===== src/rtl/spi_flash_pkg.sv =====
// Shared types and constants for the SPI flash read initiator.
package spi_flash_pkg;

  typedef enum logic [2:0] {
    ST_IDLE = 3'd0,
    ST_WAKE = 3'd1,
    ST_WGAP = 3'd2,
    ST_CMD  = 3'd3,
    ST_DATA = 3'd4,
    ST_HOLD = 3'd5,
    ST_GAP  = 3'd6
  } state_t;

  localparam logic [7:0] CMD_READ = 8'h03;
  localparam logic [7:0] CMD_WAKE = 8'hAB;

  localparam logic [5:0] WAKE_BITS = 6'd8;
  localparam logic [5:0] CMD_BITS  = 6'd32;
  localparam logic [5:0] WORD_BITS = 6'd32;

  // READ opcode followed by the 24-bit address, sent MSB first.
  function automatic logic [31:0] read_cmd(input logic [23:0] addr);
    return {CMD_READ, addr};
  endfunction

endpackage


===== src/rtl/spi_sck_gen.sv =====
// Mode-0 SCK generator: half-period of CLK_DIV cycles, can be frozen low.
module spi_sck_gen
  import spi_flash_pkg::*;
#(
  parameter int CLK_DIV = 1
) (
  input  logic clock,
  input  logic resetb,
  input  logic run,
  input  logic freeze,
  output logic sck,
  output logic rise_pulse,
  output logic fall_pulse
);

  localparam int CW = (CLK_DIV > 1) ? $clog2(CLK_DIV) : 1;

  logic [CW-1:0] cnt;
  logic          hold_low;
  logic          tick;

  // A freeze request lets a high phase finish and then parks SCK low.
  assign hold_low   = freeze && !sck;
  assign tick       = run && !hold_low && (cnt == CW'(CLK_DIV - 1));
  assign rise_pulse = tick && !sck;
  assign fall_pulse = tick && sck;

  always_ff @(posedge clock or negedge resetb) begin
    if (!resetb) begin
      cnt <= '0;
      sck <= 1'b0;
    end else if (!run) begin
      cnt <= '0;
      sck <= 1'b0;
    end else if (hold_low) begin
      cnt <= '0;
    end else if (tick) begin
      cnt <= '0;
      sck <= ~sck;
    end else begin
      cnt <= cnt + CW'(1);
    end
  end

endmodule


===== src/rtl/spi_flash_reader.sv =====
// SPI flash READ (0x03) initiator with one-shot 0xAB wake-up, returning
// little-endian 32-bit words on a valid/ready stream.
module spi_flash_reader
  import spi_flash_pkg::*;
#(
  parameter int CLK_DIV = 1,
  parameter int LEN_W   = 8,
  parameter int CS_GAP  = 4,
  parameter int WAKEUP  = 1
) (
  input  logic             clock,
  input  logic             resetb,
  input  logic             req_valid,
  output logic             req_ready,
  input  logic [23:0]      req_addr,
  input  logic [LEN_W-1:0] req_len,
  output logic             rd_valid,
  input  logic             rd_ready,
  output logic [31:0]      rd_data,
  output logic             rd_last,
  output logic             busy,
  output logic             flash_csb,
  output logic             flash_clk,
  output logic             flash_io0,
  input  logic             flash_io1,
  output logic [2:0]       state_dbg
);

  // Handshakes: a transfer happens on a clock edge where valid && ready are
  // both high; once valid is raised its payload is held until that edge.

  localparam int GW = $clog2(CS_GAP + 1);

  state_t           state;
  logic             wake_pend;
  logic             run;
  logic             freeze;
  logic             rise_pulse;
  logic             fall_pulse;
  logic [31:0]      tx_sh;
  logic [5:0]       bit_cnt;
  logic [5:0]       shift_bits;
  logic [31:0]      word_sh;
  logic [31:0]      word_next;
  logic             word_done;
  logic             out_free;
  logic [LEN_W-1:0] words_left;
  logic [23:0]      addr_q;
  logic [31:0]      cmd_new;
  logic [31:0]      cmd_q;
  logic             last_pend;
  logic             fin;
  logic [GW-1:0]    gap_cnt;
  logic             gap_ok;

  spi_sck_gen #(.CLK_DIV(CLK_DIV)) u_sck (
    .clock      (clock),
    .resetb     (resetb),
    .run        (run),
    .freeze     (freeze),
    .sck        (flash_clk),
    .rise_pulse (rise_pulse),
    .fall_pulse (fall_pulse)
  );

  assign state_dbg = state;

  always_comb begin
    cmd_new    = read_cmd(req_addr);
    cmd_q      = read_cmd(addr_q);
    shift_bits = (state == ST_WAKE) ? WAKE_BITS : CMD_BITS;
    out_free   = !rd_valid || rd_ready;
    word_done  = rise_pulse && (bit_cnt == WORD_BITS - 6'd1);
    // Bit b of the stream is bit 7-(b%8) of byte b/8 in the word.
    word_next  = word_sh;
    word_next[{bit_cnt[4:3], ~bit_cnt[2:0]}] = flash_io1;
  end

  always_ff @(posedge clock or negedge resetb) begin
    if (!resetb) begin
      state      <= ST_IDLE;
      wake_pend  <= (WAKEUP != 0);
      flash_csb  <= 1'b1;
      flash_io0  <= 1'b0;
      run        <= 1'b0;
      freeze     <= 1'b0;
      busy       <= 1'b0;
      req_ready  <= 1'b0;
      rd_valid   <= 1'b0;
      rd_data    <= '0;
      rd_last    <= 1'b0;
      tx_sh      <= '0;
      bit_cnt    <= '0;
      word_sh    <= '0;
      words_left <= '0;
      addr_q     <= '0;
      last_pend  <= 1'b0;
      fin        <= 1'b0;
      gap_cnt    <= '0;
      gap_ok     <= 1'b0;
    end else begin
      if (rd_valid && rd_ready) rd_valid <= 1'b0;

      unique case (state)
        ST_IDLE: begin
          if (!gap_ok) begin
            gap_cnt <= gap_cnt + GW'(1);
            if (gap_cnt == GW'(CS_GAP - 1)) begin
              gap_ok    <= 1'b1;
              req_ready <= 1'b1;
            end
          end else if (req_valid && req_ready) begin
            addr_q     <= req_addr;
            words_left <= (req_len == '0) ? LEN_W'(1) : req_len;
            busy       <= 1'b1;
            req_ready  <= 1'b0;
            gap_ok     <= 1'b0;
            gap_cnt    <= '0;
            flash_csb  <= 1'b0;
            run        <= 1'b1;
            bit_cnt    <= '0;
            fin        <= 1'b0;
            if (wake_pend) begin
              state     <= ST_WAKE;
              flash_io0 <= CMD_WAKE[7];
              tx_sh     <= {CMD_WAKE[6:0], 25'd0};
            end else begin
              state     <= ST_CMD;
              flash_io0 <= cmd_new[31];
              tx_sh     <= {cmd_new[30:0], 1'b0};
            end
          end
        end

        ST_WAKE, ST_CMD: begin
          if (rise_pulse) bit_cnt <= bit_cnt + 6'd1;
          if (fall_pulse) begin
            if (bit_cnt == shift_bits) begin
              flash_io0 <= 1'b0;
              bit_cnt   <= '0;
              if (state == ST_WAKE) begin
                flash_csb <= 1'b1;
                run       <= 1'b0;
                wake_pend <= 1'b0;
                gap_cnt   <= '0;
                state     <= ST_WGAP;
              end else begin
                state <= ST_DATA;
              end
            end else begin
              flash_io0 <= tx_sh[31];
              tx_sh     <= {tx_sh[30:0], 1'b0};
            end
          end
        end

        ST_WGAP: begin
          gap_cnt <= gap_cnt + GW'(1);
          if (gap_cnt == GW'(CS_GAP - 1)) begin
            gap_cnt   <= '0;
            flash_csb <= 1'b0;
            run       <= 1'b1;
            bit_cnt   <= '0;
            flash_io0 <= cmd_q[31];
            tx_sh     <= {cmd_q[30:0], 1'b0};
            state     <= ST_CMD;
          end
        end

        ST_DATA: begin
          if (fin) begin
            // Last word captured: release the flash once SCK is low.
            if (fall_pulse || !flash_clk) begin
              flash_csb <= 1'b1;
              run       <= 1'b0;
              freeze    <= 1'b0;
              gap_cnt   <= '0;
              state     <= ST_GAP;
            end
          end else if (rise_pulse) begin
            word_sh <= word_next;
            bit_cnt <= word_done ? 6'd0 : bit_cnt + 6'd1;
            if (word_done) begin
              words_left <= words_left - LEN_W'(1);
              if (out_free) begin
                rd_valid <= 1'b1;
                rd_data  <= word_next;
                rd_last  <= (words_left == LEN_W'(1));
                fin      <= (words_left == LEN_W'(1));
              end else begin
                last_pend <= (words_left == LEN_W'(1));
                freeze    <= 1'b1;
                state     <= ST_HOLD;
              end
            end
          end
        end

        ST_HOLD: begin
          if (rd_ready) begin
            rd_valid <= 1'b1;
            rd_data  <= word_sh;
            rd_last  <= last_pend;
            state    <= ST_DATA;
            if (last_pend) fin <= 1'b1;
            else freeze <= 1'b0;
          end
        end

        ST_GAP: begin
          if (!gap_ok) begin
            gap_cnt <= gap_cnt + GW'(1);
            if (gap_cnt == GW'(CS_GAP - 1)) gap_ok <= 1'b1;
          end else if (!rd_valid) begin
            state     <= ST_IDLE;
            busy      <= 1'b0;
            req_ready <= 1'b1;
          end
        end

        default: state <= ST_IDLE;
      endcase
    end
  end

endmodule


===== config.mk =====
export PLATFORM = sky130hd
export DESIGN_NAME = spi_flash_reader
export DESIGN_NICKNAME = d
export VERILOG_FILES = /design/src/rtl/spi_flash_pkg.sv /design/src/rtl/spi_sck_gen.sv /design/src/rtl/spi_flash_reader.sv
export SDC_FILE = /design/constraint.sdc
export NUM_CORES = 1
export LEC_CHECK = 0
export ABC_AREA = 0
export BUFFER_PORTS_ARGS = -buffer_cell sky130_fd_sc_hd__buf_2
export CORE_UTILIZATION = 59
export CTS_CLUSTER_SIZE = 10
export DETAILED_ROUTE_END_ITERATION = 12
export PLACE_DENSITY = 0.81
export SETUP_SLACK_MARGIN = 0.3
export SLEW_MARGIN = 10
export SYNTH_ARGS = -nofsm -noshare
export SYNTH_HDL_FRONTEND = slang
export SYNTH_SLANG_ARGS = --single-unit

===== constraint.sdc =====
create_clock -name clock -period 2.8 [get_ports clock]
set_input_delay 0.7 -clock clock [delete_from_list [all_inputs] [get_ports clock]]
set_output_delay 0.7 -clock clock [all_outputs]
set_load 0.01 [all_outputs]

* Word level (Yosys, flattened, before mapping) *
Index checks and enable logic that the tools add are counted.

cells by class
  reduce and logical (&&, ||, !) cells = 41
  $mul = 0
  order comparisons = 2
  divide/modulo/power cells = 0
  equal/unequal tests = 37
  shift-type cells = 0
  bitwise gates (word level) = 5
  mux-type cells = 129
  add/sub/neg operators = 4

operator list
  kind                                                 count
  2-to-1 mux 32 bit                                    10
  one-hot mux 32 bit (3 select lines)                  1
  2-to-1 mux 3 bit                                     23
  one-hot mux 32 bit (2 select lines)                  1
  2-to-1 mux 1 bit                                     60
  2-to-1 mux 6 bit                                     10
  2-to-1 mux 8 bit                                     6
  inequality test 2 bit, second input constant         20
  bitwise mux 32 bit                                   1
  2-to-1 mux 31 bit                                    1
  AND reduction 5 bit                                  5
  one-hot mux 6 bit (4 select lines)                   1
  AND reduction 6 bit                                  4
  inequality test 3 bit, second input constant         6
  one-hot mux 3 bit (6 select lines)                   1
  one-hot mux 8 bit (2 select lines)                   1
  one-hot mux 3 bit (5 select lines)                   1
  one-hot mux 1 bit (2 select lines)                   6
  AND reduction 12 bit                                 1
  equality test 3 x 2 -> 1 bit, second input constant  3
  equality test 3 bit, second input constant           3
  logical AND 1 bit                                    9
  AND reduction 9 bit                                  1
  equality test 8 x 1 -> 1 bit, second input constant  1
  30 further kinds                                     42

storage, ports and cells
  output and inout bits = 42
  word-level logic and storage cells = 240
  latch bits = 0
  register bits = 154
  RAM bits = 0
  memories = 0
  bits in read-only memories = 0
  input bits = 37

* Logic depth before layout (Yosys ltp) *
Gate-level depths: netlist of run 1.

  depth after elaboration = 11
  gate-level depth with buffers = 9

* Cells and area by module *
A second synthesis of run 1 with hierarchy kept.

unflattened totals
  cell total of the unflattened synthesis = 766
  area, all modules = 7,716.2 um^2

by module, submodules not included
  module            seq. area each (um^2)  area an instance (um^2)  instances  cells an instance
  spi_flash_reader  3,781.1                7,619.8                  1          760
  spi_sck_gen       50.0                   96.3                     1          6

* Least setup slack after synthesis of run 1 *
No wires, ideal clock.

  path kind = reg-to-reg
  from = register u_sck.sck
  to = register words_left[0]
  library setup time = 0.121 ns
  stages on the path, launching flop included = 7
  data required time = 2.679 ns
  setup slack = 0.558 ns
  clock period less this slack = 2.242 ns
  arrival = 2.121 ns
  cell sequence = dfrtp_1 or4b_4 buf_6 or3_4 o31ai_4 o21ai_1 a22o_1

on the way
  cells in the longest elaborated chain, start to end = 9
  elaborated cells between the ends (all ways) = 10
  those cells by class = eq/ne (2); reduce/logical (8)

ends and longest elaborated chain
  what                               RTL line                              RTL
  from (decl)                        spi_sck_gen.sv:11                     output logic sck,
  from (signal assigned)             spi_sck_gen.sv:39                     sck <= ~sck;
  logical NOT 1 bit (*)              spi_sck_gen.sv:23, spi_sck_gen.sv:25
  logical AND 1 bit                  spi_sck_gen.sv:23                     assign hold_low = freeze && !sck;
  logical NOT 1 bit                  spi_sck_gen.sv:24                     assign tick = run && !hold_low && (cnt == CW'(CLK_DIV - 1));
  logical AND 1 bit (2 in series)    spi_sck_gen.sv:24
  logical AND 1 bit (*)              spi_sck_gen.sv:25                     assign rise_pulse = tick && !sck;
  logical AND 1 bit                  spi_flash_reader.sv:73                word_done = rise_pulse && (bit_cnt == WORD_BITS - 6'd1);
  inequality test 2 bit (no line)    --
  AND reduction 6 bit (no line) (*)  --
  to (signal assigned)               spi_flash_reader.sv:114               words_left <= (req_len == '0) ? LEN_W'(1) : req_len;
  to (signal assigned)               spi_flash_reader.sv:184               words_left <= words_left - LEN_W'(1);
  to (decl)                          spi_flash_reader.sv:47                logic [LEN_W-1:0] words_left;

Every way passes the cells marked *; elsewhere a longest branch is shown, timed or not.
A chain may end at the register's enable or synchronous reset.

* Worst setup path in the final report of run 1 *
  from = register gap_cnt[0]
  to = register tx_sh[30]

on the way
  cells in the longest elaborated chain, start to end = 3

ends and longest elaborated chain
  what                             RTL line                 RTL
  from (decl)                      spi_flash_reader.sv:53   logic [GW-1:0] gap_cnt;
  from (signal assigned)           spi_flash_reader.sv:107  gap_cnt <= gap_cnt + GW'(1);
  from (signal assigned)           spi_flash_reader.sv:158  gap_cnt <= gap_cnt + GW'(1);
  from (signal assigned)           spi_flash_reader.sv:212  gap_cnt <= gap_cnt + GW'(1);
  equality test 3 x 2 -> 1 bit     spi_flash_reader.sv:159  if (gap_cnt == GW'(CS_GAP - 1)) begin
  inequality test 2 bit (no line)  --
  AND reduction 6 bit (no line)    --
  to (signal assigned)             spi_flash_reader.sv:130  tx_sh <= {cmd_new[30:0], 1'b0};
  to (signal assigned)             spi_flash_reader.sv:152  tx_sh <= {tx_sh[30:0], 1'b0};
  to (signal assigned)             spi_flash_reader.sv:165  tx_sh <= {cmd_q[30:0], 1'b0};
  to (decl)                        spi_flash_reader.sv:40   logic [31:0] tx_sh;

No other way between the ends.

==> run summary, run 1 <==
Total Routed Length -> 17230 um
Vias in the first global route -> 5968
Post-synthesis cell type count -> 69
Die height -> 115.7 um
Status -> complete, no violations
Switching Power -> 3.135 mW
Routed vias -> 6254
Sequential share of power -> 37.1%
Total CTS buffers -> 17
DR pass1 iterations -> 7
Mapped Nets -> 821
Initial antenna violation count -> 0
# rows -> 41
Root buffer cell -> clkbuf_16
Core Area -> 12620 um2
Final hold vios -> 0
Layout net count -> 890
MaxCap Viol Count -> 0
Die width -> 115.7 um
Worst slew pin tran -> 760.7 ps
Synth top area share -> 49.57%
Synth Warn # -> 0
Fillers -> 925
Syn Std Cell Area -> 7622 um2
Top post-synthesis cells by area -> dfrtp_1, o21ai_0, nand2_1
Clock Skews -> 9.126 ps
Worst r2r src -> gap_cnt[0]
First-pass GRT wire length -> 28750 um
Setup TNS -> 0 ps
Starting Density -> 60.40%
CTS Buffer Depth -> 2
Vias per inst -> 6.078
Max-slew violation count -> 0
Kind of end point of the critical path -> flop
Avg WL per Cell -> 16.74 um
Final Wtd Congestion -> 0.9170
Avg Cell Area, Syn -> 9.835 um2
Clk pwr share -> 28.2%
Number of synthesized register bits -> 153
Fmax -> 0.4328 GHz
Post-route DRC -> 0
R2r worst-path depth -> 8
Crit Path Class -> reg2reg
# setup viols final -> 0
TritonCTS clock tree -> built
Peak supply drop -> 0.5001 mV
Worst path arrival time -> 2600 ps
Clock Sinks -> 153
FF-to-FF End -> tx_sh[30]
CP required -> 3090 ps
Sw Ratio -> 36.72%
Hpwl dp -> 11330 um
Pwr Density -> 961.2 nW/um2
Port buffer count -> 78
Nature of the critical path startpoint -> flop
CTS hold repair buffers -> 0
Post-DRT Antenna Nets -> 0
IO Pins -> 79
Cell internal pwr -> 5.404 mW
DR iter-0 viols -> 553
Share of layout cells above drive strength 1 -> 22.75%
Predominant post-synthesis flop cell -> dfrtp_1
Post-synth EDFFs -> 0
Mapped Cells -> 775
# diodes -> 0
Combinational Power Share -> 34.7%
Leakage power total -> 4.043 nW
Worst-path clk slew -> 60 ps
RSZ-0062 raised after global routing -> false
Post-synthesis sequential area ratio -> 50.26%
Die ar. -> 13380 um2
Total Power -> 8.540 mW
Htree depth -> 4
Async SR Flop Fraction -> 100.0%
Layout area overhead -> 16.56%
Tcrit/Tclk final -> 82.52%
GRT Residual Overflow -> 0
Skew-Pair Late Insertion Delay -> 430 ps
Crit path time final -> 2311 ps
Flop-to-flop setup slack -> 490 ps
Hold Crit Class -> in2async
GR Util All Layers -> 27.81%
Yosys top cell by area -> dfrtp_1
CP max FO -> 32
Slew headroom -> 48.90%
Largest net degree at the start of global routing -> 67
==> kinds of logic after synthesis <==
kind of cell / share of synthesized area (%)
AOI/OAI and AO/OA: 18.57
adders and majority gates: 1.477
buffers and inverters: 4.136
DFF: 50.26
muxes: 10.19
other: 0.04920
and+or+nand+nor: 15.32
==> registers in the layout (all words and copies together), names as in the netlist, 3 cells and up <==
register    cells
addr_q         24
bit_cnt         6
gap_cnt         3
rd_data        32
state_dbg       3
tx_sh          31
word_sh        32
words_left      8
==> cell usage in the layout, fill, tap and decap left out, drive strengths merged, types with 3 or more instances in the layout <==
cell type  synthesis  final
a31oi              6      6
bufinv             0      3
ha                 9      9
mux2              37     37
inv               20     24
o31ai             18     18
o21ai             98     98
clkinv             1      5
a22oi              4      4
nor3b              6      6
clkbuf            39     20
a22o               6      6
nor3              13     13
nand2            121    121
buf               16    105
nand2b             5      5
mux2i             36     36
a21oi             26     26
nor2b              9      9
nand3             29     29
nor2              32     32
a222oi            23     23
nand3b             4      4
o21a               4      4
or2                4      4
and2               8      8
dfrtp            151    151
and3               4      4
==> Yosys cell counts (8+ instances only) <==
| cell type | number |
|---|---|
| dfrtp_1 | 151 |
| mux2i_1 | 36 |
| a222oi_1 | 23 |
| nor3_1 | 12 |
| clkbuf_1 | 39 |
| a21oi_1 | 24 |
| nand2_1 | 121 |
| and2_1 | 8 |
| nor2b_1 | 9 |
| o21ai_0 | 96 |
| nand3_1 | 29 |
| inv_1 | 20 |
| o31ai_1 | 17 |
| mux2_2 | 37 |
| buf_2 | 9 |
| nor2_1 | 32 |
| ha_1 | 9 |
==> through the flow <==
step | cells | hold slack [ps] | instance area, um2 | setup slack [ps] | util (%)
2_1_floorplan | 775 | 404.4 | 7622 | 557.7 | -
3_3_place_gp | 995 | 455.5 | 8238 | 467.9 | 65.28
3_5_place_dp | 995 | 464.6 | 8238 | 397.6 | 65.28
4_1_cts | 1027 | 274.1 | 8859 | 379.4 | 70.20
5_1_grt | 1029 | 299.3 | 8885 | 324.7 | 70.40
6_report | 1029 | 256.2 | 8885 | 489.3 | 70.40
==> layout make-up <==
cell class,instances,area [um2],share of cell area (%)
sequential,153,3831,43.12
multi-input combinational,546,3515,39.56
timing repair buffer,105,624.3,7.027
clock buffer,20,456.7,5.140
tap,172,215.2,2.422
clock inverter,12,163.9,1.845
inverter,21,78.83,0.8872
==> layer usage <==
layer / global-route usage, % / vias to the layer above / wire length [um]
li1: - / 2960 / -
met1: 35.36 / 3059 / 7326
met2: 46.67 / 198 / 8703
met3: 5.335 / 37 / 769
met4: 12.05 / 0 / 427
met5: 0 / - / 0
==> how the worst max path moves through the flow <==
stage                from  cells after the start            end  slack [ps]
6_report       gap_cnt[0]                      8      tx_sh[30]         490
2_1_floorplan   u_sck.sck                      6  words_left[0]         560
4_1_cts        bit_cnt[0]                      7     rd_data[8]         380
3_5_place_dp    u_sck.sck                      6     rd_data[8]         400
5_1_grt        gap_cnt[0]                      8      tx_sh[30]         320
3_3_place_gp    req_valid                      7       tx_sh[2]         470
==> power by group through the flow <==
stage | clock network, mW | logic (mW) | registers, mW
finish | 2.41 | 2.97 | 3.17
global route | 2.54 | 3.32 | 3.25
CTS | 2.43 | 2.97 | 3.16
detailed placement | 0 | 2.93 | 3.19
global placement | 0 | 2.84 | 3.16
floorplan | 0 | 1.91 | 3.22
==> critical path, stage by stage (launching register included) <==
cell      delay [ps]
dfrtp_1          360
ha_1             180
ha_1             210
nand2_1           90
a311oi_1         590
o311ai_2         270
buf_4            280
nand2_1          110
o21ai_0           80
==> repair_timing <==
action	CTS	global route
setup endpoints to repair	0	39
setup buffers	0	2
resized for setup	0	3
No activity file was read; power rests on OpenSTA's default activity.
==> run 2, diff against run 1 <==
--- a/config.mk
+++ b/config.mk
@@ -7,10 +7,10 @@
 export LEC_CHECK = 0
 export ABC_AREA = 0
 export BUFFER_PORTS_ARGS = -buffer_cell sky130_fd_sc_hd__buf_2
-export CORE_UTILIZATION = 59
+export CORE_UTILIZATION = 53
 export CTS_CLUSTER_SIZE = 10
 export DETAILED_ROUTE_END_ITERATION = 12
-export PLACE_DENSITY = 0.81
+export PLACE_DENSITY = 0.77
 export SETUP_SLACK_MARGIN = 0.3
 export SLEW_MARGIN = 10
 export SYNTH_ARGS = -nofsm -noshare
==> constraint.sdc (replaced) <==
create_clock -name clock -period 2.1 [get_ports clock]
set_input_delay 0.525 -clock clock [delete_from_list [all_inputs] [get_ports clock]]
set_output_delay 0.525 -clock clock [all_outputs]
set_load 0.01 [all_outputs]
==> run 2 against run 1 <==
  * First-iteration DRC count increased by 43%
  * Count of clock-buffer cells in the layout increased by 5
  * The run now ends with setup timing left
  * Global-route usage decreased by 0.14 points
  * Maximum frequency increased by 6.1%
  * Cell area increased by 20%
  * Cell count increased by 9.0%
  * Sequential power increased by 36%
  * Wire length increased by 42%
  * Utilization increased by 6.4 points
==> run summary, run 2 (synthesis results as in run 1) <==
Status -> finished with violations (was complete, no violations)
Failing checks -> setup timing
Htree depth -> 4 (unchanged)
Crit Path Class -> reg2reg (unchanged)
RSZ-0062 raised after global routing -> true (was false)
# diodes -> 0 (unchanged)
Starting Density -> 54.70% (was 60.40%)
Sw Ratio -> 39.50% (was 36.72%)
Biggest regs -> rd_data x32, word_sh x32, tx_sh x31 (unchanged)
Layout net count -> 976 (was 890)
Worst slew pin tran -> 920.0 ps (was 760.7 ps)
Worst r2r src -> freeze (was gap_cnt[0])
Kind of end point of the critical path -> flop (unchanged)
Max-slew violation count -> 0 (unchanged)
DR iter-0 viols -> 792 (was 553)
GR Util All Layers -> 27.66% (was 27.81%)
Cell internal pwr -> 8.720 mW (was 5.404 mW)
Fmax -> 0.4591 GHz (was 0.4328 GHz)
FF-to-FF End -> bit_cnt[4] (was tx_sh[30])
Total CTS buffers -> 17 (unchanged)
Worst path arrival time -> 2550 ps (was 2600 ps)
Final hold vios -> 0 (unchanged)
GRT Residual Overflow -> 0 (unchanged)
Largest net degree at the start of global routing -> 67 (unchanged)
Die height -> 121.9 um (was 115.7 um)
Die ar. -> 14870 um2 (was 13380 um2)
Crit-path slowest cell -> or4b_4 (was a311oi_1)
Port buffer count -> 78 (unchanged)
TritonCTS clock tree -> built (unchanged)
Total Routed Length -> 24460 um (was 17230 um)
Hpwl dp -> 12530 um (was 11330 um)
Commonest non-fill, non-tap cell in the layout -> dfrtp_1 (unchanged)
CP startpoint -> freeze (was gap_cnt[0])
Skew-Pair Late Insertion Delay -> 430 ps (about the same)
Total Power -> 14.41 mW (was 8.540 mW)
Hold Crit Class -> in2async (unchanged)
Avg WL per Cell -> 21.80 um (was 16.74 um)
CP cell instances -> or4b_4 > buf_4 > buf_6 > buf_4 > nor3b_1 > o32ai_1 > nand2_1 > a32o_1 (was ha_1 > ha_1 > nand2_1 > a311oi_1 > o311ai_2 > buf_4 > nand2_1 > o21ai_0)
First-pass GRT wire length -> 31960 um (was 28750 um)
Critical path's largest stage delay -> 610 ps (was 590 ps)
Clk pwr share -> 20.1% (was 28.2%)
Post-DRT Antenna Nets -> 0 (unchanged)
Vias in the first global route -> 6692 (was 5968)
Post-route DRC -> 0 (unchanged)
CP dominant cell by count -> buf_4
Fillers -> 779 (was 925)
Routed vias -> 7258 (was 6254)
# setup viols final -> 31 (was 0)
CP max FO -> 6 (was 32)
Hold Slack -> 13.68 ps (was 256.2 ps)
Share of layout cells above drive strength 1 -> 44.16% (was 22.75%)
Root buffer cell -> clkbuf_16 (unchanged)
Tcrit/Tclk final -> 103.7% (was 82.52%)
Final setup margin -> -78.41 ps (was 489.3 ps)
Final Wtd Congestion -> 0.8313 (was 0.9170)
Vias per inst -> 6.469 (was 6.078)
Layout area overhead -> 40.35% (was 16.56%)
Clock Skews -> 10.05 ps (was 9.126 ps)
DR pass1 iterations -> 8 (was 7)
CP required -> 2470 ps (was 3090 ps)
# rows -> 43 (was 41)
Worst-path clk slew -> 60 ps (about the same)
Slew headroom -> 38.44% (was 48.90%)
Clock Sinks -> 153 (unchanged)
Switching Power -> 5.692 mW (was 3.135 mW)
Initial antenna violation count -> 0 (unchanged)
Die width -> 121.9 um (was 115.7 um)
Pwr Density -> 1347 nW/um2 (was 961.2 nW/um2)
Nature of the critical path startpoint -> flop (unchanged)
Peak supply drop -> 0.9438 mV (was 0.5001 mV)
Commonest cells after routing, fill and taps aside -> dfrtp_1, nand2_1, buf_2 (was dfrtp_1, nand2_1, o21ai_0)
CP endpoint -> bit_cnt[4] (was tx_sh[30])
Leakage power total -> 4.817 nW (was 4.043 nW)
Combinational Power Share -> 49.8% (was 34.7%)
Sequential share of power -> 30.0% (was 37.1%)
CTS Buffer Depth -> 2 (unchanged)
Flop-to-flop setup slack -> -80 ps (was 490 ps)
IO Pins -> 79 (unchanged)
MaxCap Viol Count -> 0 (unchanged)
Crit path time final -> 2178 ps (was 2311 ps)
Core Area -> 13930 um2 (was 12620 um2)
R2r worst-path depth -> 8 (unchanged)
-- run 2: changes by cell type in the layout (fill, tap and decap cells not counted), moves of 12 or more --
cell,before,now
nand3_1,29,17
buf_4,25,69
nand2_1,121,81
o21ai_2,0,30
buf_6,1,23
o21ai_1,2,49
nand2_2,0,18
nand2_4,0,19
o21ai_0,96,15
-- run 2: metal layers --
layer	vias to the layer above	GRT usage (%)	part of all wire, %
li1	3129	-	-
met1	3596	34.55	39
met2	436	45.66	50
met3	97	5.384	7.6
met4	0	14.04	4.1
met5	-	0	0
-- run 2: timing repair --
| action | 4_1_cts | 5_1_grt |
|---|---|---|
| pin swaps | 13 | 42 |
| cloned | 4 | 9 |
| setup buffers | 14 | 27 |
| hold buffers | 0 | 0 |
| endpoints found under the setup margin | 142 | 124 |
| gates resized for setup | 27 | 188 |
-- run 2: how the worst min path moves through the flow --
stage | from | end | slack, ps | cells after the start
3_3_place_gp | rd_data[8] | rd_data[8] | 460 | 2
5_1_grt | resetb | word_sh[1] | 50 | 1
3_5_place_dp | rd_data[17] | rd_data[17] | 470 | 2
6_report | resetb | rd_data[20] | 10 | 1
4_1_cts | resetb | rd_data[20] | 30 | 1
2_1_floorplan | resetb | addr_q[0] | 230 | 0
-- run 2: final cells by class --
| class | instances | area [um2] | share of cell area, % |
|---|---|---|---|
| Clock buffer | 25 | 505.5 | 4.725 |
| Clock inverter | 6 | 40.04 | 0.3743 |
| Inverter | 21 | 80.08 | 0.7485 |
| Multi-Input combinational cell | 546 | 4348 | 40.64 |
| Sequential cell | 153 | 3839 | 35.88 |
| Tap cell | 180 | 225.2 | 2.105 |
| Timing Repair Buffer | 191 | 1660 | 15.52 |
-- run 2: stage by stage --
step | cell area, um2 | worst slack, ps | std cells | util (%) | TNS [ps]
floorplan | 7859 | -130.4 | 775 | - | -614.9
global placement | 8666 | 35.29 | 1037 | 62.19 | 0
detailed placement | 8666 | -46.45 | 1037 | 62.19 | -85.44
CTS | 9554 | 0.6719 | 1086 | 68.56 | 0
global route | 10700 | -173.9 | 1122 | 76.77 | -4201
finish | 10700 | -78.41 | 1122 | 76.77 | -582.6
-- run 2: critical path, delay by kind of cell, from the launching register on --
kind,cells,cell delay (ps)
buffers and inverters,3,430
AOI/OAI and AO/OA,2,330
and+or+nand+nor,3,970
DFF,1,390
-- run 2: power groups by stage --
stage,logic [mW],clock network [mW],registers [mW]
final,7.18,2.90,4.32
after global placement,4.48,0,4.19
after detailed placement,4.64,0,4.25
after global routing,7.59,3.00,4.38
after floorplan,2.94,0,4.30
after CTS,5.30,2.85,4.21
==> run 3, diff against run 2 <==
--- a/config.mk
+++ b/config.mk
@@ -10,7 +10,8 @@
 export CORE_UTILIZATION = 53
 export CTS_CLUSTER_SIZE = 10
 export DETAILED_ROUTE_END_ITERATION = 12
-export PLACE_DENSITY = 0.77
+export PLACE_DENSITY = 0.86
+export REMOVE_ABC_BUFFERS = 1
 export SETUP_SLACK_MARGIN = 0.3
 export SLEW_MARGIN = 10
 export SYNTH_ARGS = -nofsm -noshare
==> run 3 against run 2 <==
  * The flow finishes with violations (hold timing, setup timing)
  * Total power up 5.9%
  * Sequential share of layout area is 1.3 points lower
  * Combinational power up 9.2%
  * Maximum frequency fell by 0.86%
  * Clock skew is 2.4 ps higher
  * Clock power up 5%
  * Register-to-register slack got worse by 20 ps
  * Cell count rose by 0.36%
  * Sequential cell count is the same
  * Global-route usage is 4.1 points higher
  * Hold slack worse by 23 ps
  * First-iteration DRC count increased by 4.7%
==> run summary, run 3 (synthesis results as in run 1) <==
Largest net degree at the start of global routing -> 67 (unchanged)
DR pass1 iterations -> 10 (was 8)
# rows -> 43 (unchanged)
Vias in the first global route -> 6846 (was 6692)
Routed vias -> 7504 (was 7258)
Vias per inst -> 6.664 (was 6.469)
Sequential share of power -> 28.7% (was 30.0%)
Hpwl dp -> 11690 um (was 12530 um)
# diodes -> 0 (unchanged)
Cell internal pwr -> 8.999 mW (was 8.720 mW)
Tcrit/Tclk final -> 104.6% (was 103.7%)
First-pass GRT wire length -> 35770 um (was 31960 um)
# setup viols final -> 40 (was 31)
Final setup margin -> -97.26 ps (was -78.41 ps)
RSZ-0062 raised after global routing -> true (unchanged)
Htree depth -> 4 (unchanged)
Crit path time final -> 2197 ps (was 2178 ps)
Hold Slack -> -9.688 ps (was 13.68 ps)
GRT Residual Overflow -> 0 (unchanged)
Post-route DRC -> 0 (unchanged)
MaxCap Viol Count -> 0 (unchanged)
Layout area overhead -> 45.85% (was 40.35%)
Slew headroom -> 55.64% (was 38.44%)
Hold Crit Class -> in2async (unchanged)
Sw Ratio -> 41.02% (was 39.50%)
Die height -> 121.9 um (unchanged)
Commonest cells after routing, fill and taps aside -> dfrtp_1, nand2_1, buf_2 (unchanged)
Clk pwr share -> 19.9% (was 20.1%)
IO Pins -> 79 (unchanged)
Clock Skews -> 12.41 ps (was 10.05 ps)
Starting Density -> 54.70% (unchanged)
Initial antenna violation count -> 0 (unchanged)
Port buffer count -> 78 (unchanged)
Final hold vios -> 16 (was 0)
Worst path arrival time -> 2560 ps (was 2550 ps)
Die width -> 121.9 um (unchanged)
Share of layout cells above drive strength 1 -> 46.51% (was 44.16%)
CP max FO -> 9 (was 6)
CP required -> 2460 ps (was 2470 ps)
TritonCTS clock tree -> built (unchanged)
Nature of the critical path startpoint -> flop (unchanged)
CP cell instances -> or4b_4 > or3_4 > o31ai_4 > buf_6 > nand2_1 > o21ai_2 (was or4b_4 > buf_4 > buf_6 > buf_4 > nor3b_1 > o32ai_1 > nand2_1 > a32o_1)
Root buffer cell -> clkbuf_16 (unchanged)
Max-slew violation count -> 0 (unchanged)
Status -> finished with violations (unchanged)
CTS hold repair buffers -> 0 (unchanged)
Placed Instance Area -> 8533 um2 (was 8666 um2)
Final Wtd Congestion -> 0.8674 (was 0.8313)
Avg WL per Cell -> 24.55 um (was 21.80 um)
Critical path's largest stage delay -> 600 ps (was 610 ps)
Failing checks -> hold timing, setup timing (was setup timing)
Layout net count -> 979 (was 976)
Worst Path Buf+Inv -> 1 (was 3)
Switching Power -> 6.260 mW (was 5.692 mW)
Dpl ws -> 4.003 ps (was -46.45 ps)
Fmax -> 0.4551 GHz (was 0.4591 GHz)
Pwr Density -> 1373 nW/um2 (was 1347 nW/um2)
Post-DRT Antenna Nets -> 0 (unchanged)
Kind of end point of the critical path -> flop (unchanged)
Biggest regs -> rd_data x32, word_sh x32, tx_sh x31 (unchanged)
Worst-path clk slew -> 70 ps (was 60 ps)
Die ar. -> 14870 um2 (unchanged)
Worst slew pin tran -> 663.3 ps (was 920.0 ps)
CTS Buffer Depth -> 2 (unchanged)
Post-route cell area -> 11120 um2 (was 10700 um2)
Clock Sinks -> 153 (unchanged)
Total CTS buffers -> 17 (unchanged)
Crit-path slowest cell -> or4b_4 (unchanged)
Dpl cells -> 1031 (was 1037)
Commonest non-fill, non-tap cell in the layout -> dfrtp_1 (unchanged)
GR Util All Layers -> 31.74% (was 27.66%)
Critical path's top delay family -> simple AND/OR/NAND/NOR gates (unchanged)
DR iter-0 viols -> 829 (was 792)
Total Routed Length -> 27640 um (was 24460 um)
Skew-Pair Late Insertion Delay -> 450 ps (was 430 ps)
Core Area -> 13930 um2 (unchanged)
Peak supply drop -> 1.001 mV (was 0.9438 mV)
Crit Path Class -> reg2reg (unchanged)
Total Power -> 15.26 mW (was 14.41 mW)
Combinational Power Share -> 51.4% (was 49.8%)
Leakage power total -> 5.053 nW (was 4.817 nW)
Final Instance Count excl. Fillers -> 1126 (was 1122)
run 3: path summary, 6_finish.rpt:
path	from	endpoint	slack, ps	cells past startpoint
setup / recovery	freeze	words_left[1]	-100	6
hold / removal	resetb	rd_data[23]	-10	1
setup reg to reg	freeze	words_left[1]	-100	6
hold reg to reg	rd_data[3]	rd_data[3]	470	2
max in group asynchronous	resetb	tx_sh[21]	1440	2
min in group clock	req_addr[10]	addr_q[10]	330	2
run 3: what timing repair did:
| action | CTS | global route |
|---|---|---|
| gates cloned | 10 | 3 |
| setup buffers | 33 | 17 |
| pin swaps | 64 | 27 |
| gates resized for setup | 192 | 161 |
| endpoints found under the setup margin | 143 | 147 |
run 3: power groups by stage:
stage	Clock, mW	Combinational (mW)	Sequential [mW]
final	3.04	7.84	4.38
after global routing	3.17	8.19	4.43
after CTS	2.99	6.53	4.22
after detailed placement	0	4.27	4.22
after global placement	0	4.12	4.19
after floorplan	0	2.25	4.42
run 3: final cells by class:
type,instances,area [um2]
timing repair buffer,194,1790
clock inverter,15,145.1
multi-input combinational,546,4612
sequential,153,3840
clock buffer,17,425.4
tap,180,225.2
fill,701,2818
inverter,21,78.83
run 3: layer usage:
metal / share of wire, % / up-vias / track usage, %
li1: - / 3142 / -
met4: 6.9 / 0 / 16.44
met2: 50 / 543 / 53.00
met1: 35 / 3651 / 38.12
met5: 0 / - / 0
met3: 8.2 / 168 / 7.537
run 3: metrics by stage:
step | hold slack (ps) | setup TNS (ps) | util, %
after global placement | 456.1 | 0 | 61.24
final | -9.688 | -2009 | 79.78
after floorplan | 229.4 | -199240 | -
after global routing | 12.79 | -3710 | 79.78
after detailed placement | 465.8 | 0 | 61.24
after CTS | 11.47 | 0 | 73.65
